==> src/rtl/memory_store_unit_pkg.sv <==
// ----------------------------------------------------------------------------
// memory_store_unit_pkg
// Shared definitions for the store path of the memory stage:
//   - store opcode constants (shared with the instruction decoder)
//   - FSM state enum for the store unit (IDLE / WRITE)
//   - 4-bit byte-enable type
//   - helper to recognise a store opcode
// ----------------------------------------------------------------------------
package memory_store_unit_pkg;

  localparam logic [5:0] OP_SB  = 6'b101000;
  localparam logic [5:0] OP_SH  = 6'b101001;
  localparam logic [5:0] OP_SWL = 6'b101010;
  localparam logic [5:0] OP_SW  = 6'b101011;
  localparam logic [5:0] OP_SWR = 6'b101110;

  typedef enum logic {
    ST_IDLE  = 1'b0,
    ST_WRITE = 1'b1
  } state_e;

  typedef logic [3:0] byteen_t;

  function automatic logic is_store_op(input logic [5:0] op);
    return (op == OP_SB) || (op == OP_SH) || (op == OP_SWL) ||
           (op == OP_SW) || (op == OP_SWR);
  endfunction

endpackage

==> src/rtl/memory_store_unit_lane_formatter.sv <==
// ----------------------------------------------------------------------------
// store_lane_formatter
// Purely combinational lane steering for stores. Maps the opcode, the byte
// offset within the word and the rt data onto little-endian bus lanes.
// Ports:
//   i_op           store opcode
//   i_k            byte offset address[1:0]
//   i_rt           rt store data
//   o_is_store     opcode is one of SB/SH/SW/SWL/SWR
//   o_byteenable   active lanes (0 when misaligned or not a store)
//   o_writedata    lane-aligned data, unused lanes zero
//   o_misaligned   SH with odd offset, or SW with non-zero offset
// ----------------------------------------------------------------------------
module store_lane_formatter
  import memory_store_unit_pkg::*;
(
  input  logic [5:0]  i_op,
  input  logic [1:0]  i_k,
  input  logic [31:0] i_rt,
  output logic        o_is_store,
  output byteen_t     o_byteenable,
  output logic [31:0] o_writedata,
  output logic        o_misaligned
);

  // Bit shift that moves lane 0 up to lane k.
  logic [4:0] w_shift_up;
  // SWL writes the high end of rt into the low lanes: shift down by 3-k lanes.
  logic [4:0] w_shift_dn;

  assign w_shift_up = {i_k, 3'b000};
  assign w_shift_dn = {~i_k, 3'b000};

  always_comb begin
    o_is_store   = is_store_op(i_op);
    o_byteenable = 4'b0000;
    o_writedata  = 32'h0000_0000;
    o_misaligned = 1'b0;
    case (i_op)
      OP_SB: begin
        o_byteenable = 4'b0001 << i_k;
        o_writedata  = {24'h00_0000, i_rt[7:0]} << w_shift_up;
      end
      OP_SH: begin
        if (i_k[0]) begin
          o_misaligned = 1'b1;
        end else if (i_k[1]) begin
          o_byteenable = 4'b1100;
          o_writedata  = {i_rt[15:0], 16'h0000};
        end else begin
          o_byteenable = 4'b0011;
          o_writedata  = {16'h0000, i_rt[15:0]};
        end
      end
      OP_SW: begin
        if (i_k != 2'b00) begin
          o_misaligned = 1'b1;
        end else begin
          o_byteenable = 4'b1111;
          o_writedata  = i_rt;
        end
      end
      OP_SWL: begin
        o_byteenable = 4'b1111 >> ~i_k;
        o_writedata  = i_rt >> w_shift_dn;
      end
      OP_SWR: begin
        o_byteenable = 4'b1111 << i_k;
        o_writedata  = i_rt << w_shift_up;
      end
      default: begin
        o_byteenable = 4'b0000;
      end
    endcase
  end

endmodule

==> src/rtl/memory_store_unit.sv <==
// ----------------------------------------------------------------------------
// memory_store_unit
// Memory-stage store engine. Accepts one store at a time, issues a single
// Avalon-style write with waitrequest handshaking and holds the pipeline
// until the write is accepted. Misaligned SH/SW raise an address error and
// never reach the bus. An optional wait limit aborts a stuck write.
//
// Bus handshake: data_write is raised the cycle after a store is accepted
// and, with data_address/data_writedata/data_byteenable, is held constant
// until a cycle in which data_waitrequest is low; that cycle completes the
// transfer (store_done high) and the bus drops data_write at the next edge.
//
// Ports:
//   clk, reset            clock, async active-high reset
//   store_valid_memory    valid instruction in memory stage
//   op_memory             its opcode
//   address_memory        effective byte address
//   src_B_memory          rt store data
//   stall_memory          pipeline hold (combinational)
//   store_done            write accepted (same cycle as waitrequest low)
//   address_error         one-cycle pulse after a misaligned SH/SW
//   bad_address           last faulting byte address
//   bus_timeout           one-cycle pulse after a write is aborted
//   data_address          word-aligned bus address
//   data_write            write strobe
//   data_writedata        lane-aligned data
//   data_byteenable       active lanes
//   data_waitrequest      slave not ready
//   o_dbg_state           current FSM state
// ----------------------------------------------------------------------------
module memory_store_unit
  import memory_store_unit_pkg::*;
#(
  parameter int unsigned STALL_LIMIT = 0
) (
  input  logic        clk,
  input  logic        reset,
  input  logic        store_valid_memory,
  input  logic [5:0]  op_memory,
  input  logic [31:0] address_memory,
  input  logic [31:0] src_B_memory,
  output logic        stall_memory,
  output logic        store_done,
  output logic        address_error,
  output logic [31:0] bad_address,
  output logic        bus_timeout,
  output logic [31:0] data_address,
  output logic        data_write,
  output logic [31:0] data_writedata,
  output byteen_t     data_byteenable,
  input  logic        data_waitrequest,
  output state_e      o_dbg_state
);

  localparam bit          LP_LIMITED   = (STALL_LIMIT != 0);
  localparam logic [31:0] LP_LAST_WAIT = LP_LIMITED ? 32'(STALL_LIMIT - 1) : 32'd0;

  state_e      r_state;
  state_e      w_state_next;

  logic        r_data_write;
  logic [31:0] r_data_address;
  logic [31:0] r_data_writedata;
  byteen_t     r_data_byteenable;
  logic        r_address_error;
  logic [31:0] r_bad_address;
  logic        r_bus_timeout;
  logic [31:0] r_wait_cnt;

  logic        w_is_store;
  byteen_t     w_byteenable;
  logic [31:0] w_writedata;
  logic        w_misaligned;

  logic        w_accept;
  logic        w_misalign_evt;
  logic        w_done;
  logic        w_timeout;
  logic        w_stall;
  logic        w_limit_hit;

  store_lane_formatter u_fmt (
    .i_op         (op_memory),
    .i_k          (address_memory[1:0]),
    .i_rt         (src_B_memory),
    .o_is_store   (w_is_store),
    .o_byteenable (w_byteenable),
    .o_writedata  (w_writedata),
    .o_misaligned (w_misaligned)
  );

  // The counter holds the number of waitrequest cycles already spent in this
  // WRITE; the abort happens on the STALL_LIMIT-th such cycle.
  assign w_limit_hit = LP_LIMITED && (r_wait_cnt == LP_LAST_WAIT);

  always_ff @(posedge clk or posedge reset) begin
    if (reset) begin
      r_state <= ST_IDLE;
    end else begin
      r_state <= w_state_next;
    end
  end

  always_comb begin
    w_state_next   = r_state;
    w_accept       = 1'b0;
    w_misalign_evt = 1'b0;
    w_done         = 1'b0;
    w_timeout      = 1'b0;
    w_stall        = 1'b0;
    case (r_state)
      ST_IDLE: begin
        if (store_valid_memory && w_is_store) begin
          if (w_misaligned) begin
            w_misalign_evt = 1'b1;
          end else begin
            w_accept     = 1'b1;
            w_stall      = 1'b1;
            w_state_next = ST_WRITE;
          end
        end
      end
      ST_WRITE: begin
        if (!data_waitrequest) begin
          w_done       = 1'b1;
          w_state_next = ST_IDLE;
        end else if (w_limit_hit) begin
          // Release the pipeline in the abort cycle; the pulse follows.
          w_timeout    = 1'b1;
          w_state_next = ST_IDLE;
        end else begin
          w_stall = 1'b1;
        end
      end
      default: begin
        w_state_next = ST_IDLE;
      end
    endcase
  end

  always_ff @(posedge clk or posedge reset) begin
    if (reset) begin
      r_data_write      <= 1'b0;
      r_data_address    <= 32'h0000_0000;
      r_data_writedata  <= 32'h0000_0000;
      r_data_byteenable <= 4'b0000;
      r_address_error   <= 1'b0;
      r_bad_address     <= 32'h0000_0000;
      r_bus_timeout     <= 1'b0;
      r_wait_cnt        <= 32'd0;
    end else begin
      r_address_error <= w_misalign_evt;
      r_bus_timeout   <= w_timeout;
      if (w_misalign_evt) begin
        r_bad_address <= address_memory;
      end
      if (w_accept) begin
        r_data_write      <= 1'b1;
        r_data_address    <= {address_memory[31:2], 2'b00};
        r_data_writedata  <= w_writedata;
        r_data_byteenable <= w_byteenable;
        r_wait_cnt        <= 32'd0;
      end else if (w_done || w_timeout) begin
        r_data_write <= 1'b0;
      end else if ((r_state == ST_WRITE) && (r_wait_cnt != 32'hFFFF_FFFF)) begin
        // Saturate so an unlimited wait never wraps.
        r_wait_cnt <= r_wait_cnt + 32'd1;
      end
    end
  end

  assign stall_memory    = w_stall & ~reset;
  assign store_done      = w_done;
  assign address_error   = r_address_error;
  assign bad_address     = r_bad_address;
  assign bus_timeout     = r_bus_timeout;
  assign data_address    = r_data_address;
  assign data_write      = r_data_write;
  assign data_writedata  = r_data_writedata;
  assign data_byteenable = r_data_byteenable;
  assign o_dbg_state     = r_state;

endmodule

==> config.mk <==
export PLATFORM = sky130hd
export DESIGN_NAME = memory_store_unit
export DESIGN_NICKNAME = d
export VERILOG_FILES = /design/src/rtl/memory_store_unit_pkg.sv /design/src/rtl/memory_store_unit_lane_formatter.sv /design/src/rtl/memory_store_unit.sv
export SDC_FILE = /design/constraint.sdc
export NUM_CORES = 1
export LEC_CHECK = 0
export CAP_MARGIN = 20
export CORE_MARGIN = 5
export CORE_UTILIZATION = 40
export CTS_CLUSTER_SIZE = 40
export DETAILED_ROUTE_END_ITERATION = 8
export DONT_BUFFER_PORTS = 1
export SYNTH_ARGS = -nofsm -noshare
export SYNTH_HDL_FRONTEND = slang
export SYNTH_SLANG_ARGS = --single-unit
==> constraint.sdc <==
create_clock -name clk -period 8.9 [get_ports clk]
set_input_delay 1.78 -clock clk [delete_from_list [all_inputs] [get_ports clk]]
set_output_delay 1.78 -clock clk [all_outputs]
set_load 0.03 [all_outputs]
==> impl_metrics.toml <==
[pwr]
pwr-share-comb = 0.112
p_int_w = 0.000823
sw_frac_of_total = 0.363
cellPowerDensity_nw_per_um2 = 222
clkPwrFrac = 0.286
ir_drop_mv = 0.101
power_leakage_nw = 2.50
seq_power_share = 0.602
switching_power_w = 0.000468

[global_routing]
grt_busiest_layer = "met2"
antenna_found_initial = 0
use_met1 = 0.238
grtUsageMet3 = 0.0979
grt_pass1_vias = 4037
grt.total_usage = 0.198
grt_overflow = 0
grt_pass1_wl_um = 24600
met2_usage = 0.300
grt_max_degree = 59

[placed_design]
post-place-cells = 598
place_area_um2 = 5510
portBuffers = 0
dp_slack_ps = 3110
hpwl_um = 11500
routabilityCongestion = 0.905

[cells_and_area]
fill_cells = 1269
drive_gt1_frac = 0.238
diodes = 0
multiInputGateArea_um2 = 2680
final_area_um2 = 5830
syn_to_final_growth_pct = 7.01
layout.cells.non_filler = 617
nets = 510
seq_area_um2 = 2530
fin_util = 0.438

[clock_network]
numCtsBuffers = 9
cts.sink_count = 101
cts_setup_buffers = 0
root_buffer = "clkbuf_16"
path_clk_slew_ps = 70
clock_latency_ps = 350
clk_path_buf_depth = 2
hold_buffers = 0
cts_resized = 0
h-tree-depth = 3
cts_tree = "done"

[die]
start_util = 0.409
dieArea_um2 = 16000
num_io_pins = 180
floorplan.rows = 42
die_h_um = 127
dieWidth_um = 127
core-area_um2 = 13300

[synth]
synth.most_common_cell = "dfrtp_1"
synthArstFlopShare = 1.00
syn_inst = 456
yosysSeqAreaShare = 0.464
synth_area_leaders = "dfrtp_1, mux2_4, mux2_2, a21oi_1, mux4_2"
synth_area_per_cell_um2 = 11.9
synth_area_um2 = 5440
synth_ff_type = "dfrtp_1"
yosysWarnings = 0
synth-seq-cells = 101
synth_cell_types = 49
synth_common_cells = "dfrtp_1, a21oi_1, mux2_4"
yosysTopAreaCell = "dfrtp_1"
synth-edff-count = 0
synth_top_area_share = 0.464

[timing]
relSlewSlack = 0.228
drv_slew = 0
fin_crit_ps = 5770
tightestPinTransition_ps = 1160
finalCritPeriodShare = 0.648
skew_ps = 4.63
worst_slack_ps = 3130
fmax_mhz = 173
rsz0062_at_grt = "false"
setup_viol = 0
finalSetupTns_ps = 0
hold_violations = 0

[critical_path]
endpoint_kind = "output port"
worstPathMaxFanout = 37
slowest_stage = "a21oi_1"
crit_required_ps = 7120
critPathMaxStageDelay_ps = 570
critical_path_class = "input pin to output port"
cp_top_family = "compound AO/OA/AOI/OAI gates"
path_buf_inv = 1
worstPathArrival_ps = 3990
start_kind = "input pin"
crit_path_cell_trace = "nand3b_1 > a2111oi_4 > buf_4 > nand2_1 > a21oi_1"

[drt]
wl_um = 16200
wl_per_cell_um = 26.2
drc = 0
drtIter0Drc = 325
firstDrtPassIters = 4
viasPerCell = 6.25
vias = 3857
antenna_left = 0

[outcome]
status = "finished, final reports clean"

[job]
drv_cap = 0

[hold_path]
hp-class = "register to register"
-- tightest hold or removal path: stages (launching register included) --
cell and delay [ps]:
dfrtp_1 500, inv_1 90, mux2i_1 60
-- layout by cell type (no fill, tap or decap), types with 4 or more instances in the layout --
master | netlist | final
inv_1 | 8 | 7
a32oi_1 | 8 | 8
mux2_4 | 39 | 39
mux4_2 | 8 | 8
a31oi_1 | 22 | 22
a22oi_1 | 13 | 13
nand2_1 | 16 | 16
mux2_1 | 10 | 10
buf_4 | 3 | 4
a32o_1 | 7 | 7
clkbuf_16 | 0 | 9
a211oi_1 | 9 | 9
nand3_1 | 10 | 10
mux2i_1 | 17 | 17
a21oi_1 | 50 | 50
dfrtp_1 | 101 | 101
a22o_1 | 7 | 7
mux2_2 | 23 | 23
nor3_1 | 17 | 17
nor2b_1 | 4 | 4
xnor2_1 | 4 | 4
-- final timing paths --
check / startpoint / end / slack, ps / cells past startpoint
setup / recovery: op_memory[4] / stall_memory / 3130 / 5
hold / removal: data_byteenable[3] / data_byteenable[3] / 690 / 2
setup reg to reg: o_dbg_state / data_address[26] / 5920 / 5
hold reg to reg: data_byteenable[3] / data_byteenable[3] / 690 / 2
max in group asynchronous: reset / data_address[27] / 6410 / 2
min in group asynchronous: reset / address_error / 1350 / 1
-- final cells by class --
class                           instances  area share
Sequential cell                       101       0.434
Tap cell                              176      0.0378
Clock inverter                          3     0.00322
Clock buffer                           13      0.0447
Timing Repair Buffer                    9      0.0155
Multi-Input combinational cell        307       0.459
Inverter                                8     0.00558
-- logic make-up after synthesis --
| family | Yosys count | synth area share |
|---|---|---|
| xor+xnor | 4 | 0.00643 |
| mux | 97 | 0.240 |
| compound gates | 130 | 0.165 |
| simple gates | 73 | 0.0761 |
| flops | 101 | 0.464 |
| other cells | 1 | 0.000689 |
| buf+inv | 50 | 0.0473 |
-- power by group through the flow --
| stage | sequential, W | clock (W) | combinational [W] |
|---|---|---|---|
| floorplan | 0.000753 | 0 | 0.000133 |
| global placement | 0.000790 | 0 | 0.000141 |
| detailed placement | 0.000790 | 0 | 0.000146 |
| CTS | 0.000781 | 0.000381 | 0.000147 |
| global route | 0.000787 | 0.000401 | 0.000164 |
| finish | 0.000777 | 0.000369 | 0.000145 |
-- metal layers --
| metal | vias up | wire length (um) | share of wire |
|---|---|---|---|
| li1 | 1696 | - | - |
| met1 | 1898 | 6170 | 0.38 |
| met2 | 228 | 7240 | 0.45 |
| met3 | 35 | 2190 | 0.14 |
| met4 | 0 | 545 | 0.034 |
| met5 | - | 0 | 0 |
-- through the flow --
step / hold slack, ps / total power (W)
after floorplan: 654 / 0.000887
after global routing: 710 / 0.00135
after global placement: 675 / 0.000931
after CTS: 689 / 0.00131
final: 686 / 0.00129
after detailed placement: 680 / 0.000936
-- state kept, by name, summed over array words and instances, names as in the netlist --
name	cells
address_error	1
bad_address	32
data_address	30
data_byteenable	4
data_write	1
data_writedata	32
o_dbg_state	1
Power figures use the tool's default switching activity.
